===== src/rtl/regfile_pkg.sv =====
// Shared definitions for the scoreboarded register file.
//   rf_state_e        : sweep controller state (IDLE, CLEAR)
//   RF_*_DEFAULT      : default values for the regfile_sb parameters
package regfile_pkg;

  typedef enum logic {
    IDLE  = 1'b0,
    CLEAR = 1'b1
  } rf_state_e;

  localparam int RF_WIDTH_DEFAULT     = 8;
  localparam int RF_DEPTH_DEFAULT     = 8;
  localparam int RF_ZERO_REG0_DEFAULT = 0;

endpackage


===== src/rtl/rf_scoreboard.sv =====
// Busy-bit scoreboard: one bit per register marking a pending producer.
// Ports:
//   CLK, Reset            clock, asynchronous active-high reset
//   set_en_i/set_addr_i   producer issued: mark register busy
//   clr_en_i/clr_addr_i   result written: mark register free
//   sweep_en_i/addr_i     clear sweep: force register free
//   busy_o                current busy bits, one per register
module rf_scoreboard #(
  parameter int DEPTH = 8,
  parameter int AW    = 3
) (
  input  logic             CLK,
  input  logic             Reset,
  input  logic             set_en_i,
  input  logic [AW-1:0]    set_addr_i,
  input  logic             clr_en_i,
  input  logic [AW-1:0]    clr_addr_i,
  input  logic             sweep_en_i,
  input  logic [AW-1:0]    sweep_addr_i,
  output logic [DEPTH-1:0] busy_o
);

  logic [DEPTH-1:0] busy_q;
  logic [DEPTH-1:0] busy_d;

  genvar gi;
  generate
    for (gi = 0; gi < DEPTH; gi++) begin : g_busy
      // Sweep beats everything; a new producer beats a completing write
      // to the same register so the new result is still waited for.
      assign busy_d[gi] = (sweep_en_i && sweep_addr_i == AW'(gi)) ? 1'b0 :
                          (set_en_i   && set_addr_i   == AW'(gi)) ? 1'b1 :
                          (clr_en_i   && clr_addr_i   == AW'(gi)) ? 1'b0 :
                          busy_q[gi];
    end
  endgenerate

  always_ff @(posedge CLK or posedge Reset) begin
    if (Reset) begin
      busy_q <= '0;
    end else begin
      busy_q <= busy_d;
    end
  end

  assign busy_o = busy_q;

endmodule


===== src/rtl/regfile_sb.sv =====
// Two-read, one-write register file with write-through bypass, zero flags,
// a busy-bit scoreboard and a multi-cycle clear sweep.
// Ports:
//   CLK, Reset                 clock, asynchronous active-high reset
//   rdAddrA/B                  read addresses (combinational reads)
//   valA/B, zeroA/B, busyA/B   read data, data==0, pending producer
//   wrEn, wrAddr, wrData       write port (commits in IDLE only)
//   issueEn, issueAddr         mark a register busy
//   clrReq / clrBusy           start clear sweep / sweep in progress
module regfile_sb
  import regfile_pkg::*;
#(
  parameter int WIDTH     = RF_WIDTH_DEFAULT,
  parameter int DEPTH     = RF_DEPTH_DEFAULT,
  parameter int ZERO_REG0 = RF_ZERO_REG0_DEFAULT,
  localparam int AW       = $clog2(DEPTH)
) (
  input  logic             CLK,
  input  logic             Reset,
  input  logic [AW-1:0]    rdAddrA,
  input  logic [AW-1:0]    rdAddrB,
  output logic [WIDTH-1:0] valA,
  output logic [WIDTH-1:0] valB,
  output logic             zeroA,
  output logic             zeroB,
  output logic             busyA,
  output logic             busyB,
  input  logic             wrEn,
  input  logic [AW-1:0]    wrAddr,
  input  logic [WIDTH-1:0] wrData,
  input  logic             issueEn,
  input  logic [AW-1:0]    issueAddr,
  input  logic             clrReq,
  output logic             clrBusy
);

  rf_state_e        state_q, state_d;
  logic [AW-1:0]    ptr_q, ptr_d;
  logic [WIDTH-1:0] mem_q [DEPTH];
  logic [WIDTH-1:0] mem_d [DEPTH];
  logic [DEPTH-1:0] busy;

  logic idle;
  logic wr_commit;
  logic iss_commit;
  logic sweep_en;
  logic rd0_a, rd0_b;
  logic byp_a, byp_b;

  assign idle     = (state_q == IDLE);
  assign sweep_en = (state_q == CLEAR);

  // Register 0 swallows writes and issues when it is hardwired to zero.
  assign wr_commit  = wrEn    && idle && !(ZERO_REG0 != 0 && wrAddr    == '0);
  assign iss_commit = issueEn && idle && !(ZERO_REG0 != 0 && issueAddr == '0);

  // ---------------------------------------------------------------------
  // Sweep controller
  // ---------------------------------------------------------------------
  always_comb begin
    state_d = state_q;
    ptr_d   = ptr_q;
    case (state_q)
      IDLE: begin
        if (clrReq) begin
          state_d = CLEAR;
          ptr_d   = '0;
        end
      end
      CLEAR: begin
        // Pointer wraps back to 0 on the last step, ready for the next sweep.
        ptr_d = ptr_q + 1'b1;
        if (ptr_q == AW'(DEPTH - 1)) begin
          state_d = IDLE;
        end
      end
      default: begin
        state_d = IDLE;
        ptr_d   = '0;
      end
    endcase
  end

  // ---------------------------------------------------------------------
  // Register array
  // ---------------------------------------------------------------------
  genvar gi;
  generate
    for (gi = 0; gi < DEPTH; gi++) begin : g_mem
      assign mem_d[gi] = (sweep_en  && ptr_q  == AW'(gi)) ? '0     :
                         (wr_commit && wrAddr == AW'(gi)) ? wrData :
                         mem_q[gi];
    end
  endgenerate

  always_ff @(posedge CLK or posedge Reset) begin
    if (Reset) begin
      state_q <= IDLE;
      ptr_q   <= '0;
      for (int i = 0; i < DEPTH; i++) begin
        mem_q[i] <= '0;
      end
    end else begin
      state_q <= state_d;
      ptr_q   <= ptr_d;
      for (int i = 0; i < DEPTH; i++) begin
        mem_q[i] <= mem_d[i];
      end
    end
  end

  // ---------------------------------------------------------------------
  // Scoreboard
  // ---------------------------------------------------------------------
  rf_scoreboard #(
    .DEPTH (DEPTH),
    .AW    (AW)
  ) u_scoreboard (
    .CLK          (CLK),
    .Reset        (Reset),
    .set_en_i     (iss_commit),
    .set_addr_i   (issueAddr),
    .clr_en_i     (wr_commit),
    .clr_addr_i   (wrAddr),
    .sweep_en_i   (sweep_en),
    .sweep_addr_i (ptr_q),
    .busy_o       (busy)
  );

  // ---------------------------------------------------------------------
  // Read ports
  // ---------------------------------------------------------------------
  assign rd0_a = (ZERO_REG0 != 0) && (rdAddrA == '0);
  assign rd0_b = (ZERO_REG0 != 0) && (rdAddrB == '0);

  // wr_commit is already false during the sweep, so no bypass there.
  assign byp_a = wr_commit && (wrAddr == rdAddrA);
  assign byp_b = wr_commit && (wrAddr == rdAddrB);

  assign valA = rd0_a ? '0 : (byp_a ? wrData : mem_q[rdAddrA]);
  assign valB = rd0_b ? '0 : (byp_b ? wrData : mem_q[rdAddrB]);

  assign zeroA = (valA == '0);
  assign zeroB = (valB == '0);

  // A bypassing write is the producer completing, so the reader sees free.
  assign busyA = busy[rdAddrA] && !byp_a && !rd0_a;
  assign busyB = busy[rdAddrB] && !byp_b && !rd0_b;

  assign clrBusy = sweep_en;

endmodule

===== config.mk =====
export PLATFORM = sky130hd
export DESIGN_NAME = regfile_sb
export DESIGN_NICKNAME = d
export VERILOG_FILES = /design/src/rtl/regfile_pkg.sv /design/src/rtl/rf_scoreboard.sv /design/src/rtl/regfile_sb.sv
export SDC_FILE = /design/constraint.sdc
export NUM_CORES = 1
export LEC_CHECK = 0
export CORE_UTILIZATION = 31
export DETAILED_ROUTE_END_ITERATION = 6
export PLACE_DENSITY = 0.47
export RECOVER_POWER = 100
export SETUP_SLACK_MARGIN = 0.1
export SLEW_MARGIN = 20
export SYNTH_ARGS = -nofsm -noshare
export SYNTH_HDL_FRONTEND = slang
export SYNTH_SLANG_ARGS = --single-unit

===== constraint.sdc =====
create_clock -name CLK -period 3.2 [get_ports CLK]
set_input_delay 0.64 -clock CLK [delete_from_list [all_inputs] [get_ports CLK]]
set_output_delay 0.64 -clock CLK [all_outputs]
set_load 0.005 [all_outputs]

## Word level (Yosys, flattened, before mapping)

Cells that the tools add are included.

- Input port bits: 25
- Bits in registers: 76
- Output and inout bits: 21

- Mux-type cells: 57
- Reductions and logical operators: 53
- $lt $le $gt $ge: 4
- Add/subtract/negate cells: 1
- Equality and inequality tests: 24
- Bitwise gates (word level): 3

Operator list:

| cell | number |
|---|---|
| 8-bit two-way mux | 22 |
| 8-bit binary-select mux with 3-bit select | 2 |
| 3-bit equality test (second input constant) | 12 |
| 1-bit logical AND | 30 |
| 1-bit two-way mux | 28 |
| 3-bit nonzero test | 8 |
| 3-bit by 2-bit equality test with 1-bit output (second input constant) | 6 |
| 8-bit logical NOT | 2 |
| 2-bit nonzero test | 8 |
| 3-bit by 1-bit equality test with 1-bit output (second input constant) | 3 |
| 3-bit logical NOT | 3 |
| 4-bit >= comparator (second input constant) | 2 |
| 3-bit by 4-bit less-than comparator with 1-bit output (second input constant) | 2 |
| 3-bit NOT with 4-bit output | 2 |
| 1-bit binary-select mux with 3-bit select | 2 |
| 3-bit equality test | 2 |
| 3-bit case mux with 2 select lines | 1 |
| 3-bit by 1-bit adder with 3-bit output (second input constant) | 1 |
| 3-bit two-way mux | 1 |
| 1-bit logical NOT | 2 |
| 2-bit != test (second input constant) | 1 |
| 1-bit case mux with 2 select lines | 1 |
| 1-bit NOT | 1 |

## Logic depth before layout (Yosys ltp)

Gate-level depths: netlist (run 1).

- Word-level depth: 6
- Mapped depth: 7
- Depth with buffers taken out: 6

## Modules after synthesis

Synthesis (run 1) repeated with hierarchy kept, for this count alone.

- Cells, all modules: 446
- Area, all modules: 4878.4 sq um

Modules (own cells, without submodules):

| module | times used | area each (sq um) | cells each | seq. area each (sq um) |
|---|---|---|---|---|
| regfile_sb | 1 | 4429.2 | 403 | 1701.6 |
| rf_scoreboard | 1 | 449.2 | 43 | 200.2 |

## Least setup slack after synthesis (run 1)

OpenSTA, ideal clock, no wires.

- Path kind: input to output
- From: input port rdAddrB[2]
- To: output port zeroB
- Setup slack: 0.510 ns
- Stages: 6
- Required time: 2.560 ns
- Arrival time: 2.050 ns
- Path through: buf_2 -> buf_6 -> mux4_2 -> mux2i_1 -> a21oi_1 -> nor4_1

- Word-level cells in the longest chain between the ends: 6
- Elaborated cells on any way between the ends: 8
- Classes of those cells: eq/ne (1); mux (4); bitwise (1); reduce/logical (2)

RTL lines:

| item | line | RTL |
|---|---|---|
| from (decl) | regfile_sb.sv:21 | `input logic [AW-1:0] rdAddrB,` |
| 3-bit NOT with 4-bit output (implied by the code) | regfile_sb.sv:141 | `assign valB = rd0_b ? '0 : (byp_b ? wrData : mem_q[rdAddrB]);` |
| 8-bit binary-select mux with 3-bit select | regfile_sb.sv:141 |  |
| 8-bit two-way mux (implied by the code) (2 in a row) | regfile_sb.sv:141 |  |
| 8-bit two-way mux (*) | regfile_sb.sv:141 |  |
| via valB[2] | regfile_sb.sv:23 | `output logic [WIDTH-1:0] valB,` |
| 8-bit logical NOT (*) | regfile_sb.sv:144 | `assign zeroB = (valB == '0);` |
| to (decl) | regfile_sb.sv:25 | `output logic zeroB,` |

Mark *: on every way through the listed nets, which the timed path passes. The rest lies on a longest branch. The select of a mux whose other input is x is not followed.

## Worst setup path in the final report (run 1)

- From: input port rdAddrB[1]
- To: output port valB[6]

- Word-level cells in the longest chain between the ends: 5
- Elaborated cells on any way between the ends: 7
- Classes of those cells: eq/ne (1); mux (4); bitwise (1); reduce/logical (1)

RTL lines:

| item | line |
|---|---|
| 3-bit NOT with 4-bit output (implied by the code) | regfile_sb.sv:141 |
| 8-bit binary-select mux with 3-bit select | regfile_sb.sv:141 |
| 8-bit two-way mux (implied by the code) (2 in a row) | regfile_sb.sv:141 |
| 8-bit two-way mux (*) | regfile_sb.sv:141 |
| to (decl) | regfile_sb.sv:23 |

Every way passes the cells marked *; elsewhere a longest branch is shown, timed or not. The select of a mux whose other input is x is not followed.

==> results of run 1 <==
synth_stat cells (2+ instances only):
master    count  area share, %
nor2_1       82            6.5
dfrtp_1      76             40
mux2i_1      67             14
a21oi_1      30            3.2
mux4_2       30             14
nand2_1      26            2.1
clkbuf_1     12           0.95
buf_2        10            1.1
inv_1        10           0.79
nand3_1      10            1.1
o21ai_0       9           0.95
ha_1          6            1.6
mux4_1        6            3.3
nand2b_1      6           0.79
nand3b_1      6           0.95
xnor2_1       6            1.1
and2_1        4           0.53
buf_6         4           0.95
buf_4         3           0.47
nor3b_1       3           0.47
o31ai_1       3           0.47
o32ai_1       3           0.55
and2_2        2           0.32
and4_1        2           0.37
buf_1         2           0.16
clkbuf_8      2           0.58
nor2b_1       2           0.26
o22ai_1       2           0.26
kinds of logic after synthesis:
group	synth area share (%)
AOI/OAI and AO/OA	5.602
DFF	39.98
xor gates and xnor gates	1.105
muxes	31.85
buffers and inverters	5.550
and+or+nand+nor	14.33
adders and majority gates	1.578
area by class of cell:
cell class / count / area share (%)
Inverter: 11 / 0.6362
Clock buffer: 11 / 3.740
Timing Repair Buffer: 138 / 18.99
Multi-Input combinational cell: 313 / 42.63
Tap cell: 184 / 3.547
Clock inverter: 5 / 1.157
Sequential cell: 76 / 29.30
how the worst max path moves through the flow:
stage	end	from	slack (ns)	cells past startpoint
floorplan	zeroB	rdAddrB[2]	0.51	6
global placement	zeroB	rdAddrB[0]	-0.64	8
detailed placement	zeroB	rdAddrB[0]	-0.67	8
CTS	zeroB	rdAddrB[0]	0.004	8
global route	valB[6]	rdAddrB[1]	-0.02	11
finish	valB[6]	rdAddrB[1]	0.11	11
state kept, by name, summed over array words and instances, names as in the netlist:
signal,count
mem_q,64
u_scoreboard.busy_o,8
ptr_q,3
clrBusy,1
per-stage QoR:
| stage | cells | utilization (%) | hold WS [ns] | area [sq um] |
|---|---|---|---|---|
| 3_3_place_gp | 697 | 39.30 | 0.5148 | 5798 |
| 2_1_floorplan | 435 | - | 0.4902 | 4757 |
| 3_5_place_dp | 697 | 39.30 | 0.5160 | 5798 |
| 5_1_grt | 738 | 43.99 | 0.5730 | 6490 |
| 4_1_cts | 731 | 44.12 | 0.5346 | 6510 |
| 6_report | 738 | 43.99 | 0.5362 | 6490 |
routing by layer:
layer | global-route usage [%] | wire length [um] | vias up
met5 | 0 | 0 | -
met4 | 9.639 | 478 | 0
met3 | 3.441 | 986 | 29
met2 | 34.54 | 7598 | 155
met1 | 29.03 | 6904 | 2032
li1 | - | - | 1791
what timing repair did:
item                       CTS  global route
buffers inserted            14             7
hold endpoints to repair     0             0
gates cloned                 4             0
gates resized for setup     86            33
pin swaps                   11             9
setup endpoints to repair   20            12
power groups by stage:
stage / Clock, mW / Combinational (mW) / Sequential (mW)
3_5_place_dp: 0 / 1.67 / 1.51
6_report: 1.10 / 1.75 / 1.51
4_1_cts: 1.13 / 1.70 / 1.50
2_1_floorplan: 0 / 0.956 / 1.40
3_3_place_gp: 0 / 1.65 / 1.50
5_1_grt: 1.17 / 1.91 / 1.55
critical path, cell delays in order:
cell,delay [ns]
dlygate4sd2_1,0.26
buf_12,0.13
buf_6,0.15
xnor2_2,0.14
nand4_1,0.20
buf_6,0.21
buf_4,0.14
clkbuf_2,0.15
nor2_1,0.11
a21oi_1,0.05
dlygate4sd2_1,0.26
==> metrics.md, run 1 <==
| Metric | Value |
|---|---|
| Highest clock rate | `323.2 MHz` |
| RSZ-0062 raised after global routing | `yes` |
| Clock Path Buffers | `2` |
| Vias per std cell | `5.430` |
| Nets | `580` |
| Tot GR Track Use | `21.61%` |
| Mapped Cells | `435` |
| Worst Hold Endpoint | `u_scoreboard.busy_o[2]$_DFFE_PP0P_` |
| Clk pwr share | `25.3%` |
| Syn-to-layout area delta | `36.43%` |
| Most frequent cells in the layout | `76 x nor2_1, 76 x dfrtp_1, 60 x mux2i_1` |
| First drt pass iteration count | `5` |
| Htree depth | `3` |
| Initial antenna violation count | `0` |
| Worst hold path cell count | `2` |
| Worst hold start | `u_scoreboard.busy_o[2]$_DFFE_PP0P_` |
| Root cell of the clock tree | `clkbuf_16` |
| Setup TNS | `0 ns` |
| Max-Cap Viols | `0` |
| Syn Std Cell Area | `4757 sq um` |
| Syn Area/Cell | `10.94 sq um` |
| Die height | `125.9 um` |
| EDFF count, synth | `0` |
| Final setup viols | `0` |
| Peak VDD IR | `0.0003295 V` |
| Switch Pwr | `1.519 mW` |
| Worst-Margin Slew | `1.265 ns` |
| Die area | `15,840 sq um` |
| Total number of vias | `4,007` |
| Number of remaining DRC errors | `0` |
| DRT iter0 DRCs | `237` |
| Hold Fails Final Rpt | `0` |
| Main synth FF type | `dfrtp_1` |
| Pin count of the biggest net entering global routing | `32` |
| Area of the multi-input gates | `2766 sq um` |
| Worst-Skew Late Latency | `0.34 ns` |
| Async SR Flop Fraction | `100.0%` |
| CP startpoint kind | `primary input` |
| Fin. max-slew vios | `0` |
| Switching share of power | `34.77%` |
| GPL Wtd Cong | `0.8785` |
| Worst R2R Setup Slack | `0.24 ns` |
| Chip Width | `125.9 um` |
| Min-Delay Path Class | `flop to flop` |
| Cell internal pwr | `2.849 mW` |
| R2r worst-path depth | `10` |
| Leakage | `3.096 nW` |
| CTS tree | `done` |
| Fin crit share | `96.68%` |
| Worst R2R End | `mem_q[14]$_DFFE_PP0P_` |
| Final WS setup | `0.1061 ns` |
| Overflow after GRT | `0` |
| Starting density of the core | `32.24%` |
| Final min period | `3.094 ns` |
| Final WL | `15,970 um` |
| CP Max Fanout | `8` |
| Pwr Density | `673.0 nW/um^2` |
| Syn nets | `466` |
| Layout cells sized above 1 | `28.34%` |
| Port buffer count | `45` |
| # diodes | `0` |
| CP Capture Type | `output pin` |
| Synthesized flop and latch total | `76` |
| Final antenna-violating net count | `0` |
| Combinational cell fraction of total power | `40.1%` |
| Worst slack at placement | `-0.6740 ns` |
| Post-synthesis sequential area ratio | `39.98%` |
| Synth Warn # | `0` |
| Core Region | `14,750 sq um` |
| Number of global-route vias before repair | `4,166` |
| Num ports | `46` |
| WP data arrival | `2.45 ns` |
| CTS sink cnt | `76` |
| Reg2reg start | `clrBusy$_DFF_PP0_` |
| Kind of critical path | `primary input to output pin` |
| Relative slew slack | `15.58%` |
| TritonCTS Buffers | `9` |
| Clock Skews | `0.003065 ns` |
| Filler cells | `1,428` |
| Std-Cell Rows | `44` |
| Hold-fix buffers, CTS | `0` |
| Reg area | `1902 sq um` |
| Unique masters post-synth | `39` |
| CP required | `2.56 ns` |
| First-pass GRT wire length | `25,180 um` |
| WL per Instance | `21.64 um` |
| Status | `finished, final reports clean` |
| Detail Placement HPWL | `10,980 um` |
| Seq pwr share | `34.6%` |
| CTS clk-pin slew, worst paths | `0.06 ns` |
| Total power | `4.367 mW` |
No activity file was read; power rests on OpenSTA's default activity.
==> inputs of run 2 (changes only) <==
--- a/config.mk
+++ b/config.mk
@@ -7,7 +7,8 @@
 export LEC_CHECK = 0
 export CORE_UTILIZATION = 31
 export DETAILED_ROUTE_END_ITERATION = 6
-export PLACE_DENSITY = 0.47
+export DONT_BUFFER_PORTS = 1
+export PLACE_DENSITY = 0.43
 export RECOVER_POWER = 100
 export SETUP_SLACK_MARGIN = 0.1
 export SLEW_MARGIN = 20
==> run 2 against run 1 <==
  * Cell area down 20%
  * The flow now finishes with violations (max-capacitance violations, max-slew violations)
  * Critical path type is now flop to flop
  * Clock skew rose by 0.0032 ns
  * Utilization decreased by 8.9 points
  * Combinational power fell by 29%
  * Clock power fell by 9%
  * Final cell count is 15% lower
==> metrics.md, run 2 (synthesized netlist as in run 1, its figures left out) <==
| Metric | Value |
|---|---|
| Number of global-route vias before repair | `3,461` |
| First-pass GRT wire length | `22,890 um` |
| Num ports | `46` |
| Kind of critical path | `flop to flop` |
| Failing checks | `max-capacitance violations, max-slew violations` |
| Std-Cell Rows | `44` |
| Number of remaining DRC errors | `0` |
| Tot GR Track Use | `19.97%` |
| CP Capture Type | `flop` |
| Most common cell after layout, fill and taps aside | `nor2_1` |
| First drt pass iteration count | `4` |
| Final setup viols | `0` |
| CP Max Fanout | `12` |
| Final WL | `14,790 um` |
| Total power | `3.723 mW` |
| CTS tree | `done` |
| Status | `complete, but fails checks` |
| Post-Layout Inst Area | `5184 sq um` |
| Top cell by count, worst path | `clkbuf_1` |
| GPL Wtd Cong | `0.7882` |
| Hold-fix buffers, CTS | `0` |
| Relative slew slack | `-13.35%` |
| Max-Cap Viols | `1` |
| RSZ-0062 raised after global routing | `no` |
| CP required | `3.41 ns` |
| # diodes | `0` |
| Htree depth | `3` |
| Final min period | `2.895 ns` |
| CTS sink cnt | `76` |
| Fin. max-slew vios | `30` |
| Worst-Margin Slew | `1.700 ns` |
| Vias per std cell | `5.461` |
| Syn-to-layout area delta | `8.969%` |
| Hold Fails Final Rpt | `0` |
| Detail Placement HPWL | `10,180 um` |
| Clock Skews | `0.006222 ns` |
| CP startpoint kind | `flop` |
| Starting density of the core | `32.24%` |
| Max FFs per register | `64` |
| Highest clock rate | `345.4 MHz` |
| Worst slack at placement | `0.3954 ns` |
| Bufs and invs on worst path | `3` |
| Critical-path top delay cell | `clkbuf_1` |
| DRT iter0 DRCs | `204` |
| Die height | `125.9 um` |
| Leakage | `2.429 nW` |
| Most frequent cells in the layout | `82 x nor2_1, 76 x dfrtp_1, 67 x mux2i_1` |
| Overflow after GRT | `0` |
| Pin count of the biggest net entering global routing | `42` |
| Clock Path Buffers | `2` |
| Worst-Skew Late Latency | `0.35 ns` |
| Total number of vias | `3,424` |
| WL per Instance | `23.59 um` |
| Min-Delay Path Class | `primary input to asynchronous set/reset pin` |
| Root cell of the clock tree | `clkbuf_16` |
| Post-CTS Setup Inserts | `0` |
| Final antenna-violating net count | `0` |
| CP Cell Sequence | `nor2b_1 -> clkbuf_1 -> nor2b_1 -> clkbuf_1 -> and3_1 -> clkbuf_1 -> mux2i_1 -> nor2_1` |
| Chip Width | `125.9 um` |
| CP max stage delay | `0.57 ns` |
| TritonCTS Buffers | `9` |
| CTS clk-pin slew, worst paths | `0.06 ns` |
| Core Region | `14,750 sq um` |
| Most flops, register | `mem_q` |
| Nets | `469` |
| Peak VDD IR | `0.0003635 V` |
| Pwr Density | `718.3 nW/um^2` |
| Die area | `15,840 sq um` |
| Fin crit share | `90.47%` |
| Area post-placement | `4977 sq um` |
| Port buffer count | `0` |
| Final WS setup | `0.3048 ns` |
| Initial antenna violation count | `0` |
| # resized after CTS | `0` |
| Setup TNS | `0 ns` |
| Layout cells sized above 1 | `13.54%` |
| Top delay family on crit path | `buffers and inverters` |
| WP data arrival | `3.11 ns` |
## run 2: changes by cell type in the layout (fill, tap and decap cells not counted), sizes merged
cell,before,now
buf,69,7
clkdlybuf4s50,14,0
bufbuf,2,0
dlygate4sd2,21,0
bufinv,2,0
dlygate4sd3,2,0
clkinvlp,0,1
dlymetal6s2s,2,0
clkbuf,39,32
## run 2: area by class of cell
cell class / count / area, sq um
clock inverter: 4 / 22.52
clock buffer: 12 / 266.5
multi-input combinational: 313 / 2585
timing repair buffer: 27 / 136.4
inverter: 11 / 41.29
sequential: 76 / 1902
fill: 1492 / 9570
tap: 184 / 230.2
## run 2: worst paths after layout
kind | from | to | slack, ns | cells past startpoint
hold reg to reg | mem_q[22]$_DFFE_PP0P_ | mem_q[22]$_DFFE_PP0P_ | 0.55 | 2
min in group CLK | clrReq | ptr_q[2]$_DFFE_PP0P_ | 0.37 | 1
setup / recovery | clrBusy$_DFF_PP0_ | mem_q[13]$_DFFE_PP0P_ | 0.30 | 8
setup reg to reg | clrBusy$_DFF_PP0_ | mem_q[13]$_DFFE_PP0P_ | 0.30 | 8
max in group asynchronous | Reset | mem_q[58]$_DFFE_PP0P_ | 1.17 | 2
hold / removal | Reset | ptr_q[1]$_DFFE_PP0P_ | 0.13 | 1
## run 2: metal layers
layer	vias up	wire, um	global-route usage (%)
met5	-	0	0
met4	0	240	6.520
met3	13	787	3.908
met2	77	7123	32.03
met1	1768	6638	27.20
li1	1566	-	-
## run 2: report_power, final
part / internal (mW) / leakage (nW) / total, mW / switching [mW]
combinational: 0.584 / 1.24 / 1.25 / 0.664
sequential: 1.24 / 1.04 / 1.48 / 0.232
clock: 0.585 / 0.144 / 0.999 / 0.414
## run 2: per-stage QoR
stage,util (%),hold slack (ns),cells
6_report,35.13,0.1335,627
5_1_grt,35.13,0.1538,627
4_1_cts,35.69,0.06921,627
3_5_place_dp,33.73,0.4381,611
3_3_place_gp,33.73,0.4397,611
2_1_floorplan,-,0.4902,435
